[src/rtl/piano_pkg.sv]
// Shared constants and types for the piano audio path.
package piano_pkg;

  localparam int unsigned KEY_W    = 3;
  localparam int unsigned CNT_W    = 17;
  localparam int unsigned SAMPLE_W = 32;

  localparam logic signed [SAMPLE_W-1:0] AMPLITUDE = 32'sd100000000;

  typedef logic [KEY_W-1:0] key_idx_t;

  // Half-period in clock cycles for each key; index 6 = C down to 0 = B.
  function automatic logic [CNT_W-1:0] get_half_period(key_idx_t k);
    logic [CNT_W-1:0] hp;
    case (k)
      3'd6:    hp = 17'd96000;
      3'd5:    hp = 17'd86000;
      3'd4:    hp = 17'd76000;
      3'd3:    hp = 17'd71500;
      3'd2:    hp = 17'd64000;
      3'd1:    hp = 17'd57000;
      3'd0:    hp = 17'd51000;
      default: hp = '0;
    endcase
    return hp;
  endfunction

endpackage

[src/rtl/square_voice.sv]
// One square-wave voice: phase counter, polarity and registered output sample.
// load restarts the voice at phase 0 with positive polarity and wins over stop.
module square_voice
  import piano_pkg::*;
(
  input  logic                       clock,
  input  logic                       resetn,
  input  logic                       load,
  input  logic                       stop,
  input  logic [CNT_W-1:0]           half_period,
  output logic                       active,
  output logic signed [SAMPLE_W-1:0] sample
);

  logic                       active_q, active_d;
  logic                       pol_q, pol_d;
  logic [CNT_W-1:0]           cnt_q, cnt_d;
  logic signed [SAMPLE_W-1:0] sample_q, sample_d;

  // Next-state for phase counter and polarity; output follows the new state.
  always_comb begin
    active_d = active_q;
    pol_d    = pol_q;
    cnt_d    = cnt_q;
    if (load) begin
      active_d = 1'b1;
      pol_d    = 1'b1;
      cnt_d    = '0;
    end else if (stop) begin
      active_d = 1'b0;
      pol_d    = 1'b1;
      cnt_d    = '0;
    end else if (active_q) begin
      if (cnt_q >= half_period) begin
        cnt_d = '0;
        pol_d = ~pol_q;
      end else begin
        cnt_d = cnt_q + 1'b1;
      end
    end

    if (!active_d) begin
      sample_d = '0;
    end else if (pol_d) begin
      sample_d = AMPLITUDE;
    end else begin
      sample_d = -AMPLITUDE;
    end
  end

  // Voice state registers.
  always_ff @(posedge clock or negedge resetn) begin
    if (!resetn) begin
      active_q <= 1'b0;
      pol_q    <= 1'b1;
      cnt_q    <= '0;
      sample_q <= '0;
    end else begin
      active_q <= active_d;
      pol_q    <= pol_d;
      cnt_q    <= cnt_d;
      sample_q <= sample_d;
    end
  end

  assign active = active_q;
  assign sample = sample_q;

endmodule

[src/rtl/voice_scheduler.sv]
// Polyphonic voice scheduler: edge-detects keys, allocates at most one voice
// per cycle (highest pending key first, lowest idle voice), mixes the voices
// and hands samples to the codec FIFO.
// Build option: define VOICE_STEAL_EN to steal the oldest voice when the pool
// is full; otherwise a key arriving at a full pool is dropped.
module voice_scheduler
  import piano_pkg::*;
#(
  parameter int unsigned NUM_KEYS   = 7,
  parameter int unsigned NUM_VOICES = 4,
  parameter int unsigned AGE_W      = 4
) (
  input  logic                       clock,
  input  logic                       resetn,
  input  logic [NUM_KEYS-1:0]        key_in,
  input  logic                       audio_out_allowed,
  output logic                       write_audio_out,
  output logic signed [SAMPLE_W-1:0] left_channel_audio_out,
  output logic signed [SAMPLE_W-1:0] right_channel_audio_out,
  output logic [NUM_VOICES-1:0]      voice_active,
  output logic [NUM_VOICES*KEY_W-1:0] voice_key
);

  localparam int unsigned VIDX_W = (NUM_VOICES > 1) ? $clog2(NUM_VOICES) : 1;
  typedef logic [VIDX_W-1:0] vidx_t;
  localparam logic [AGE_W-1:0] AGE_MAX = '1;

  logic [NUM_KEYS-1:0] key_q;
  logic [NUM_KEYS-1:0] pending_q, pending_d;
  logic [NUM_KEYS-1:0] rise, fall, pend_eff, svc_mask;

  key_idx_t             voice_key_q [NUM_VOICES];
  key_idx_t             voice_key_d [NUM_VOICES];
  logic [AGE_W-1:0]     age_q       [NUM_VOICES];
  logic [AGE_W-1:0]     age_d       [NUM_VOICES];
  logic signed [SAMPLE_W-1:0] sample [NUM_VOICES];

  logic [NUM_VOICES-1:0] load, stop;

  logic     svc_valid;
  key_idx_t svc_key;
  logic     idle_found;
  vidx_t    idle_idx;
  logic     tgt_valid;
  vidx_t    tgt_idx;

  logic signed [SAMPLE_W-1:0] mix_q, mix_d;
  logic                       write_q, write_d;
  logic signed [SAMPLE_W-1:0] out_q;

  // Key edges; a rise this cycle is eligible for allocation this cycle.
  always_comb begin
    rise     = key_in & ~key_q;
    fall     = ~key_in & key_q;
    pend_eff = (pending_q | rise) & ~fall;
  end

  // Pick the key to service and the voice that receives it.
  always_comb begin
    svc_valid  = 1'b0;
    svc_key    = '0;
    idle_found = 1'b0;
    idle_idx   = '0;
    tgt_valid  = 1'b0;
    tgt_idx    = '0;

    // Ascending scan: the last hit is the highest index.
    for (int k = 0; k < NUM_KEYS; k++) begin
      if (pend_eff[k]) begin
        svc_valid = 1'b1;
        svc_key   = key_idx_t'(k);
      end
    end

    // Descending scan: the last hit is the lowest idle voice.
    for (int v = NUM_VOICES - 1; v >= 0; v--) begin
      if (!voice_active[v]) begin
        idle_found = 1'b1;
        idle_idx   = vidx_t'(v);
      end
    end

`ifdef VOICE_STEAL_EN
    begin
      logic [AGE_W-1:0] old_age;
      vidx_t            old_idx;
      old_age = '0;
      old_idx = '0;
      // Strict compare keeps the lowest index on ties.
      for (int v = 0; v < NUM_VOICES; v++) begin
        if (age_q[v] > old_age) begin
          old_age = age_q[v];
          old_idx = vidx_t'(v);
        end
      end
      tgt_valid = svc_valid;
      tgt_idx   = idle_found ? idle_idx : old_idx;
    end
`else
    tgt_valid = svc_valid & idle_found;
    tgt_idx   = idle_idx;
`endif

    svc_mask  = svc_valid ? (NUM_KEYS'(1) << svc_key) : '0;
    pending_d = pend_eff & ~svc_mask;
  end

  // Per-voice load/stop strobes, key registers and ages.
  always_comb begin
    for (int v = 0; v < NUM_VOICES; v++) begin
      load[v]        = tgt_valid && (tgt_idx == vidx_t'(v));
      stop[v]        = voice_active[v] && fall[voice_key_q[v]];
      voice_key_d[v] = load[v] ? svc_key : voice_key_q[v];
      age_d[v]       = age_q[v];
      if (load[v]) begin
        age_d[v] = '0;
      end else if (tgt_valid && voice_active[v] && (age_q[v] != AGE_MAX)) begin
        age_d[v] = age_q[v] + 1'b1;
      end
    end
  end

  for (genvar v = 0; v < NUM_VOICES; v++) begin : g_voice
    square_voice u_voice (
      .clock       (clock),
      .resetn      (resetn),
      .load        (load[v]),
      .stop        (stop[v]),
      .half_period (get_half_period(voice_key_q[v])),
      .active      (voice_active[v]),
      .sample      (sample[v])
    );
  end

  // Mixer sum and write strobe; the strobe self-clears so writes are spaced.
  always_comb begin
    mix_d = '0;
    for (int v = 0; v < NUM_VOICES; v++) begin
      mix_d = mix_d + sample[v];
    end
    write_d = audio_out_allowed & ~write_q;
  end

  // Scheduler state registers.
  always_ff @(posedge clock or negedge resetn) begin
    if (!resetn) begin
      key_q     <= '0;
      pending_q <= '0;
      for (int v = 0; v < NUM_VOICES; v++) begin
        voice_key_q[v] <= '0;
        age_q[v]       <= '0;
      end
    end else begin
      key_q     <= key_in;
      pending_q <= pending_d;
      for (int v = 0; v < NUM_VOICES; v++) begin
        voice_key_q[v] <= voice_key_d[v];
        age_q[v]       <= age_d[v];
      end
    end
  end

  // Mix and output registers; channel sample captured with the strobe.
  always_ff @(posedge clock or negedge resetn) begin
    if (!resetn) begin
      mix_q   <= '0;
      write_q <= 1'b0;
      out_q   <= '0;
    end else begin
      mix_q   <= mix_d;
      write_q <= write_d;
      if (write_d) begin
        out_q <= mix_q;
      end
    end
  end

  // Flatten voice keys: voice v occupies bits [3v+2:3v].
  always_comb begin
    voice_key = '0;
    for (int v = 0; v < NUM_VOICES; v++) begin
      voice_key[KEY_W*v +: KEY_W] = voice_key_q[v];
    end
  end

  assign write_audio_out         = write_q;
  assign left_channel_audio_out  = out_q;
  assign right_channel_audio_out = out_q;

endmodule
[config.mk]
export PLATFORM = sky130hd
export DESIGN_NAME = voice_scheduler
export DESIGN_NICKNAME = d
export VERILOG_FILES = /design/src/rtl/piano_pkg.sv /design/src/rtl/square_voice.sv /design/src/rtl/voice_scheduler.sv
export SDC_FILE = /design/constraint.sdc
export NUM_CORES = 1
export LEC_CHECK = 0
export CAP_MARGIN = 20
export CORE_MARGIN = 2
export CORE_UTILIZATION = 40
export DETAILED_ROUTE_END_ITERATION = 10
export PLACE_DENSITY = 0.64
export RECOVER_POWER = 50
export SLEW_MARGIN = 20
export SYNTH_ARGS = -nofsm -noshare
export SYNTH_HDL_FRONTEND = slang
export SYNTH_SLANG_ARGS = --single-unit
[constraint.sdc]
create_clock -name clock -period 3.3 [get_ports clock]
set_clock_uncertainty 0.1 [all_clocks]
set_input_delay 0.99 -clock clock [delete_from_list [all_inputs] [get_ports clock]]
set_output_delay 0.99 -clock clock [all_outputs]
set_load 0.01 [all_outputs]
==> flow_metrics.py, run 1 <==
metrics = {
    "synthesis": {
        "synth.top_cell.area_share": 0.361,
        "yosysUniqueCellTypes": 82,
        "synth_edf_count": 0,
        "ys_seq_area_frac": 0.371,
        "netlist_top_cells_area": "dfrtp_1, ha_1, nand2_1, buf_4, mux2_2",
        "synth_warnings": 0,
        "synthCells": 1154,
        "synth_ff_type": "dfrtp_1",
        "synth_area_sq_um": 10700,
        "synthArstFlopShare": 1.00,
        "synth_seq_cells": 159,
        "synth_area_leader_cell": "dfrtp_1",
        "synth.avg_cell_area_sq_um": 9.31,
    },
    "finish": {
        "drive_gt1_frac": 0.169,
        "finalNetCount": 1363,
        "area_growth_pct": 19.9,
        "final.fill_count": 2462,
        "n_antenna_cell": 0,
    },
    "critical_path": {
        "crit_required_ns": 3.50,
        "max_stage_delay_ns": 0.60,
        "worstSetupStartpoint": "g_voice[0].u_voice.sample[30]",
        "timing.rr.start": "g_voice[0].u_voice.sample[30]",
        "ff2ff_setup_slack_ns": -0.07,
        "path_depth": 13,
        "r2r_end": "mix_q[29]",
        "end_kind": "flop",
        "cp_top_family": "adder cells",
        "slowest_stage": "fa_2",
        "path_cells": "fa_2, fa_1, ha_2, inv_2, fa_2, inv_2, fa_2, a21oi_2, o21ai_2, a211oi_2, o2bb2ai_2, nor4_2, nor4_2",
        "critPathMaxFanout": 3,
        "critPathCapture": "mix_q[29]",
        "startpoint_type": "flop",
        "critPathKind": "reg2reg",
        "rr_worst_depth": 13,
        "cp_num_buf_inv": 2,
        "path_common_cell": "fa_2",
        "arrival_ns": 3.57,
    },
    "global_route": {
        "antenna_found_initial": 0,
        "grt_pass1_wl_mm": 44.6,
        "grt_max_degree": 60,
        "grt_pass1_vias": 8792,
        "grt_usage": 0.193,
        "grt_overflow": 0,
    },
    "flow_run": {
        "maxCapViolations": 0,
    },
    "drt": {
        "drt-initial-drc-count": 743,
        "remaining_drc_errors": 0,
        "ant_nets": 0,
        "avgRoutedWirePerCell_um": 16.3,
        "via_per_inst": 5.61,
        "routed_wl_mm": 26.3,
        "vias": 9027,
        "drt_pass1_iterations": 5,
    },
    "timing": {
        "finalWorstSetupSlack_ns": -0.0735,
        "finalCritPeriodShare": 1.02,
        "rsz0062_at_grt": "yes",
        "fin_crit_ns": 3.37,
        "hold_viol_final": 0,
        "hold_ws_ns": 0.376,
        "setup_tns_ns": -0.0735,
        "max_freq_mhz": 296,
        "worst_slew_pin_slew_ns": 1.45,
        "slew_violations": 0,
        "maxSlewHeadroom": 0.0327,
        "setup_viol": 1,
    },
    "cts": {
        "clock_latency_ns": 0.43,
        "ctsHoldBuffers": 0,
        "h-tree-depth": 4,
        "path_clk_slew_ns": 0.07,
        "clockBufferDepth": 2,
        "cts_tree": "yes",
        "numCtsBuffers": 17,
        "cts_sinks": 159,
        "cts_root_buf": "clkbuf_16",
    },
    "status": {
        "violations": "negative setup slack",
        "status": "finished, violations left",
    },
    "floorplanning": {
        "die_h_um": 168,
        "initial_core_util": 0.410,
        "die_w_um": 168,
        "dieArea_sq_um": 28200,
        "num_rows": 59,
        "io_pins": 91,
        "core_area_sq_um": 26200,
    },
    "placed_design": {
        "dp.final_hpwl_mm": 19.3,
        "port_buffers": 74,
        "routabilityCongestion": 0.889,
    },
    "worst_hold_path": {
        "hold_class": "reg2reg",
        "min_from": "mix_q[9]",
    },
    "pwr": {
        "cellPowerDensity_nw_per_um2": 1110,
        "vdd.ir_drop.worst_v": 0.000998,
        "p_leak_nw": 5.87,
    },
}
## through the flow
| step | total power [mW] | cells | instance area, sq um | setup slack [ns] | util |
|---|---|---|---|---|---|
| finish | 14.2 | 1610 | 12900 | -0.0735 | 0.491 |
| global route | 15.5 | 1610 | 12900 | -0.200 | 0.491 |
| CTS | 14.0 | 1606 | 12800 | -0.129 | 0.490 |
| detailed placement | 11.7 | 1572 | 12200 | -0.188 | 0.464 |
| global placement | 11.6 | 1572 | 12200 | -0.0935 | 0.464 |
| floorplan | 8.63 | 1170 | 10800 | -0.0452 | - |
## cells in the mapped netlist (10+ instances only)
cell        n
a211o_1    11
a211oi_1   10
a21o_1     20
a21oi_1    55
a31oi_1    34
and2_1     11
and3_1     14
and4_1     10
buf_4      45
clkbuf_1   32
dfrtp_1   155
fa_1       10
ha_1       81
inv_1      62
mux2_2     29
nand2_1    93
nand2b_1   22
nand3_1    51
nand3b_1   14
nand4_1    26
nor2_1     69
nor3_1     18
nor4_1     13
o211ai_1   15
o21ai_0    48
o21bai_1   14
o31ai_1    11
xnor2_1    34
xor2_1     13
## flip-flops by register name, summed over array words and instances (netlist names)
| name | flops |
|---|---|
| g_voice.u_voice.cnt_q | 68 |
| g_voice.u_voice.pol_q | 4 |
| g_voice.u_voice.sample | 12 |
| key_q | 7 |
| left_channel_audio_out | 24 |
| mix_q | 24 |
| pending_q | 7 |
| voice_key | 12 |
| write_audio_out | 1 |
## worst min path at each step
stage | end | slack [ns] | depth (start not counted)
after floorplan | left_channel_audio_out[10] | 0.35 | 1
after global placement | left_channel_audio_out[24] | 0.36 | 1
after detailed placement | left_channel_audio_out[26] | 0.36 | 1
after CTS | left_channel_audio_out[9] | 0.38 | 1
after global routing | left_channel_audio_out[16] | 0.39 | 1
final | left_channel_audio_out[9] | 0.38 | 1
## cells in the final DEF (no fill, tap or decap), types with 22 or more instances in the layout
cell             count
a21oi_1             51
a31oi_1             34
buf_4               84
clkdlybuf4s50_1     65
dfrtp_1            155
ha_1                79
inv_1               60
mux2_2              29
nand2_1             93
nand2b_1            22
nand3_1             51
nand4_1             26
nor2_1              67
o21ai_0             46
xnor2_1             33
## worst reg2reg max path: stages, from the launching register on
cell	delay (ns)
dfrtp_1	0.39
fa_2	0.60
fa_1	0.42
ha_2	0.21
inv_2	0.05
fa_2	0.18
inv_2	0.04
fa_2	0.34
a21oi_2	0.14
o21ai_2	0.08
a211oi_2	0.26
o2bb2ai_2	0.11
nor4_2	0.25
nor4_2	0.08
## logic make-up (layout without fill, tap and decap cells)
logic type      count (synthesis)  after routing  synth area share
compound gates                283            283             0.179
flops                         159            159             0.371
mux                            32             32            0.0355
other cells                     1             17          0.000349
xor+xnor                       47             47            0.0383
fa+ha+maj                      98             98             0.120
buf+inv                       158            263            0.0747
simple gates                  376            376             0.181
## power breakdown
part           internal (mW)  switching (mW)
combinational           4.20            4.98
clock                   1.22           0.885
sequential              2.53           0.424
total                   7.95            6.29
## timing repair
action	CTS	global route
endpoints found under the setup margin	3	34
buffers inserted	2	5
gates resized for setup	6	16
pin swaps	7	13
## metal layers
metal	routed length, um	vias up	global-route usage
met5	0	-	0
met4	433	0	0.0518
met2	12500	256	0.315
met3	1240	36	0.0327
li1	-	4339	-
met1	12100	4396	0.265
## final cells by class
class	count	area, sq um	share of cell area
flip-flops and latches	159	3980	0.309
clock buffers	17	425	0.0330
well taps	335	419	0.0325
clock inverters	15	196	0.0153
multi-input cells	853	6130	0.476
repair buffers	168	1490	0.116
inverters	63	236	0.0184
Note: power is estimated with default switching activity, not from simulation.
==> run 2: changes to the inputs <==
--- a/config.mk
+++ b/config.mk
@@ -6,7 +6,6 @@
 export NUM_CORES = 1
 export LEC_CHECK = 0
 export CAP_MARGIN = 20
-export CORE_MARGIN = 2
 export CORE_UTILIZATION = 40
 export DETAILED_ROUTE_END_ITERATION = 10
 export PLACE_DENSITY = 0.64
==> constraint.sdc (replaced) <==
create_clock -name clock -period 3.3 [get_ports clock]
set_clock_uncertainty 0.1 [all_clocks]
set_input_delay 0.66 -clock clock [delete_from_list [all_inputs] [get_ports clock]]
set_output_delay 0.66 -clock clock [all_outputs]
set_load 0.01 [all_outputs]
==> run 2 against run 1 <==
The flow finishes with violations (design-rule violations, max-capacitance violations, max-slew violations, negative setup slack). Cell count fell by 0.81%. Register-to-register slack barely moved. Global-route usage barely moved. Clock power barely moved. Via count fell by 1.9%. Worst hold slack got worse by 0.0027 ns. Final area fell by 0.99%. Combinational power fell by 0.8%. Critical path type unchanged. Largest power group unchanged.
==> flow_metrics.py, run 2 (synthesis gave the netlist of run 1 again) <==
metrics = {
    "finish": {
        "multi_input_area_sq_um": 6140,
        "regMostFlops": "g_voice.u_voice.cnt_q",
        "seqCellArea_sq_um": 3990,
        "finalNetCount": 1350,
        "drive_gt1_frac": 0.161,
        "area_growth_pct": 18.7,
        "n_antenna_cell": 0,
        "mostFrequentLayoutCell": "dfrtp_1",
        "largest_reg_flops": 68,
        "final.fill_count": 2410,
        "design_area_sq_um": 12700,
        "most-common-layout-cells": "dfrtp_1, nand2_1, ha_1",
        "final_util": 0.487,
        "final_cell_count_no_fill": 1597,
    },
    "cts": {
        "numCtsBuffers": 17,
        "h-tree-depth": 4,
        "cts_root_buf": "clkbuf_16",
        "ctsHoldBuffers": 0,
        "cts_tree": "yes",
        "path_clk_slew_ns": 0.07,
        "clock_latency_ns": 0.43,
        "clockBufferDepth": 2,
        "cts_sinks": 159,
    },
    "critical_path": {
        "cp_top_family": "adder cells",
        "critPathMaxFanout": 3,
        "slowest_stage": "fa_2",
        "path_common_cell": "fa_2",
        "max_stage_delay_ns": 0.60,
        "cp_num_buf_inv": 2,
        "startpoint_type": "flop",
        "end_kind": "flop",
        "ff2ff_setup_slack_ns": -0.07,
        "arrival_ns": 3.56,
        "critPathKind": "reg2reg",
        "path_cells": "fa_2, fa_1, ha_2, inv_2, fa_2, inv_2, fa_2, a21oi_2, o21ai_2, a211oi_2, o2bb2ai_2, nor4_2, nor4_2",
        "crit_required_ns": 3.50,
    },
    "flow_run": {
        "maxCapViolations": 1,
    },
    "pwr": {
        "power.share.clock": 0.149,
        "netSwitchingFraction": 0.447,
        "seq_power_share": 0.206,
        "vdd.ir_drop.worst_v": 0.000810,
        "p_switching_mw": 6.32,
        "cellPowerDensity_nw_per_um2": 1110,
        "p_leak_nw": 5.78,
        "power.internal_mw": 7.83,
        "pwr-share-comb": 0.644,
    },
    "floorplanning": {
        "initial_core_util": 0.410,
        "io_pins": 91,
        "core_area_sq_um": 26200,
        "dieArea_sq_um": 27500,
        "die_w_um": 166,
        "die_h_um": 166,
        "num_rows": 59,
    },
    "timing": {
        "fin_crit_ns": 3.37,
        "maxSlewHeadroom": -0.121,
        "worst_slew_pin_slew_ns": 1.68,
        "setup_tns_ns": -0.0760,
        "hold_viol_final": 0,
        "setup_viol": 2,
        "finalWorstSetupSlack_ns": -0.0663,
        "rsz0062_at_grt": "yes",
        "max_freq_mhz": 297,
        "finalCritPeriodShare": 1.02,
        "slew_violations": 66,
    },
    "global_route": {
        "grt_max_degree": 66,
        "grt_usage": 0.193,
        "antenna_found_initial": 0,
        "grt_pass1_vias": 8367,
        "grt_overflow": 0,
        "grt_pass1_wl_mm": 43.3,
    },
    "placed_design": {
        "dpl_cell_area_sq_um": 12000,
        "port_buffers": 74,
        "routabilityCongestion": 0.898,
        "dp.final_hpwl_mm": 19.2,
        "dp_cells": 1562,
    },
    "drt": {
        "avgRoutedWirePerCell_um": 16.2,
        "remaining_drc_errors": 12,
        "drt-initial-drc-count": 575,
        "drt_pass1_iterations": 8,
        "vias": 8854,
        "via_per_inst": 5.54,
        "ant_nets": 0,
        "routed_wl_mm": 25.8,
    },
    "worst_hold_path": {
        "hold_class": "reg2reg",
    },
    "status": {
        "violations": "design-rule violations, max-capacitance violations, max-slew violations, negative setup slack",
        "status": "finished, violations left",
    },
}
[run 2: path summary, 6_finish.rpt]
kind	start	endpoint	cells after the start
max in group asynchronous	resetn	g_voice[1].u_voice.cnt_q[7]	2
setup / recovery	g_voice[0].u_voice.sample[30]	mix_q[29]	13
setup reg to reg	g_voice[0].u_voice.sample[30]	mix_q[29]	13
hold reg to reg	mix_q[17]	left_channel_audio_out[17]	1
hold / removal	mix_q[17]	left_channel_audio_out[17]	1
min in group asynchronous	resetn	left_channel_audio_out[15]	1
[run 2: timing repair]
action / CTS / global route
pin swaps: 7 / 9
gates resized for setup: 11 / 15
buffers inserted: 2 / 2
endpoints found under the setup margin: 11 / 45
[run 2: worst register-to-register path: stages (launching register included)]
cell,delay (ns)
dfrtp_1,0.39
fa_2,0.60
fa_1,0.42
ha_2,0.20
inv_2,0.05
fa_2,0.19
inv_2,0.04
fa_2,0.34
a21oi_2,0.14
o21ai_2,0.08
a211oi_2,0.25
o2bb2ai_2,0.12
nor4_2,0.24
nor4_2,0.08
[run 2: area by class of cell]
type,count,share of cell area
clock buffers,17,0.0334
repair buffers,155,0.106
well taps,335,0.0329
flip-flops and latches,159,0.313
inverters,63,0.0185
clock inverters,15,0.0153
multi-input cells,853,0.481
[run 2: per-stage QoR]
step	total power [mW]	hold WS (ns)	setup WS (ns)
2_1_floorplan	8.63	0.264	-0.0452
3_3_place_gp	11.5	0.357	-0.0791
3_5_place_dp	11.6	0.361	-0.190
4_1_cts	14.0	0.132	-0.105
5_1_grt	15.3	0.383	-0.271
6_report	14.2	0.373	-0.0663
[run 2: power by group through the flow]
stage / registers [mW] / logic, mW / clock network (mW)
after detailed placement: 2.96 / 8.65 / 0
after global placement: 2.94 / 8.56 / 0
after CTS: 2.93 / 8.88 / 2.17
final: 2.92 / 9.12 / 2.11
after global routing: 3.00 / 10.0 / 2.24
after floorplan: 2.92 / 5.71 / 0
[run 2: per-layer routing]
layer  vias up  part of all wire  global-route usage  wire length (um)
met5         -                 0                   0                 0
met4         0             0.010              0.0488               269
met3        22             0.036              0.0315               933
met2       191              0.47               0.317             12200
met1      4332              0.48               0.264             12400
li1       4309                 -                   -                 -
==> run 3: changes to the inputs <==
--- a/config.mk
+++ b/config.mk
@@ -10,6 +10,7 @@
 export DETAILED_ROUTE_END_ITERATION = 10
 export PLACE_DENSITY = 0.64
 export RECOVER_POWER = 50
+export SKIP_CTS_REPAIR_TIMING = 1
 export SLEW_MARGIN = 20
 export SYNTH_ARGS = -nofsm -noshare
 export SYNTH_HDL_FRONTEND = slang
==> run 3 against run 2 <==
The run still ends with design-rule violations, max-capacitance violations, max-slew violations, negative setup slack left. Clock-buffer cell count unchanged. Largest power group unchanged. Worst hold slack better by 0.0017 ns. Combinational power about the same. Via count up 0.69%. Total power down 0.11%. Register-to-register slack worse by 0.07 ns. First-iteration DRC count up 1.2%. Global-route usage down 0.062 points. Sequential power about the same. Setup slack worse by 0.075 ns.
==> flow_metrics.py, run 3 (synthesis gave the netlist of run 1 again) <==
metrics = {
    "drt": {
        "routed_wl_mm": 25.8,
        "remaining_drc_errors": 12,
        "avgRoutedWirePerCell_um": 16.2,
        "drt_pass1_iterations": 8,
        "drt-initial-drc-count": 582,
        "ant_nets": 0,
        "vias": 8915,
        "via_per_inst": 5.59,
    },
    "global_route": {
        "antenna_found_initial": 0,
        "grt_max_degree": 66,
        "grt_overflow": 0,
        "grt_usage": 0.192,
        "grt_pass1_wl_mm": 43.2,
        "grt_pass1_vias": 8349,
    },
    "timing": {
        "setup_viol": 2,
        "slew_violations": 66,
        "finalCritPeriodShare": 1.04,
        "finalWorstSetupSlack_ns": -0.141,
        "worst_slew_pin_slew_ns": 1.69,
        "fin_crit_ns": 3.44,
        "hold_viol_final": 0,
        "max_freq_mhz": 291,
        "hold_ws_ns": 0.375,
        "maxSlewHeadroom": -0.125,
        "rsz0062_at_grt": "yes",
        "setup_tns_ns": -0.208,
    },
    "cts": {
        "cts_root_buf": "clkbuf_16",
        "numCtsBuffers": 17,
        "cts_tree": "yes",
        "path_clk_slew_ns": 0.07,
        "clockBufferDepth": 2,
        "h-tree-depth": 4,
        "clock_latency_ns": 0.43,
        "cts_sinks": 159,
    },
    "finish": {
        "area_growth_pct": 18.7,
        "n_antenna_cell": 0,
        "most-common-layout-cells": "dfrtp_1, nand2_1, ha_1",
        "final_cell_count_no_fill": 1596,
        "largest_reg_flops": 68,
        "regMostFlops": "g_voice.u_voice.cnt_q",
        "final.fill_count": 2414,
        "drive_gt1_frac": 0.162,
        "finalNetCount": 1349,
        "mostFrequentLayoutCell": "dfrtp_1",
    },
    "critical_path": {
        "critPathKind": "reg2reg",
        "path_common_cell": "fa_2",
        "slowest_stage": "fa_2",
        "max_stage_delay_ns": 0.59,
        "end_kind": "flop",
        "startpoint_type": "flop",
        "arrival_ns": 3.64,
        "crit_required_ns": 3.50,
        "critPathMaxFanout": 3,
        "path_cells": "fa_2, fa_1, ha_2, inv_2, fa_2, inv_2, fa_2, a21oi_2, o21ai_2, a211oi_2, o2bb2ai_2, nor4_2, nor4_2",
    },
    "worst_hold_path": {
        "hold_class": "reg2reg",
    },
    "floorplanning": {
        "die_h_um": 166,
        "io_pins": 91,
        "core_area_sq_um": 26200,
        "num_rows": 59,
        "dieArea_sq_um": 27500,
        "initial_core_util": 0.410,
        "die_w_um": 166,
    },
    "placed_design": {
        "dp_cells": 1562,
        "routabilityCongestion": 0.898,
        "preCtsSetupSlack_ns": -0.190,
        "port_buffers": 74,
        "dp.final_hpwl_mm": 19.2,
    },
    "flow_run": {
        "maxCapViolations": 1,
    },
    "status": {
        "violations": "design-rule violations, max-capacitance violations, max-slew violations, negative setup slack",
        "status": "finished, violations left",
    },
    "pwr": {
        "cellPowerDensity_nw_per_um2": 1110,
        "vdd.ir_drop.worst_v": 0.000814,
        "p_leak_nw": 5.78,
    },
}
-- run 3: cell count changes in the layout (fill, tap and decap cells not counted), sizes merged --
cell and delta:
buf -1
-- run 3: path summary, 6_finish.rpt --
check | depth (start not counted) | endpoint | slack, ns | startpoint
setup reg to reg | 13 | mix_q[29] | -0.14 | g_voice[0].u_voice.sample[30]
hold reg to reg | 1 | left_channel_audio_out[17] | 0.37 | mix_q[17]
max in group asynchronous | 2 | g_voice[1].u_voice.cnt_q[7] | 0.49 | resetn
min in group asynchronous | 1 | left_channel_audio_out[15] | 0.54 | resetn
hold / removal | 1 | left_channel_audio_out[17] | 0.37 | mix_q[17]
setup / recovery | 13 | mix_q[29] | -0.14 | g_voice[0].u_voice.sample[30]
-- run 3: worst max-delay path: cells and delay by family, from the launching register on --
family	cells	cell delay [ns]
adder cells (fa/ha/maj)	5	1.73
AO/OA/AOI/OAI	4	0.65
flip-flops	1	0.39
AND/OR/NAND/NOR	2	0.36
buffers and inverters	2	0.09
-- run 3: area by class of cell --
type | count | area [sq um] | area share
Multi-Input combinational cell | 853 | 6140 | 0.482
Sequential cell | 159 | 3990 | 0.313
Timing Repair Buffer | 154 | 1350 | 0.106
Clock buffer | 17 | 425 | 0.0334
Tap cell | 335 | 419 | 0.0329
Inverter | 63 | 236 | 0.0185
Clock inverter | 15 | 195 | 0.0153
-- run 3: power breakdown --
| part | internal, mW | total, mW | leakage, nW | switching [mW] |
|---|---|---|---|---|
| combinational | 4.08 | 9.11 | 3.43 | 5.02 |
| sequential | 2.53 | 2.93 | 2.04 | 0.399 |
| clock | 1.22 | 2.11 | 0.304 | 0.888 |
| total | 7.83 | 14.1 | 5.78 | 6.31 |
-- run 3: layer usage --
layer,global-route usage,vias to the layer above,part of all wire
met3,0.0319,19,0.039
met4,0.0504,0,0.011
met2,0.314,206,0.48
met5,0,-,0
met1,0.264,4383,0.47
li1,-,4307,-
-- run 3: stage by stage --
stage	util	power (mW)	cell area, sq um
2_1_floorplan	-	8.63	10800
3_3_place_gp	0.459	11.5	12000
3_5_place_dp	0.459	11.6	12000
4_1_cts	0.483	13.8	12700
5_1_grt	0.486	15.3	12700
6_report	0.486	14.1	12700
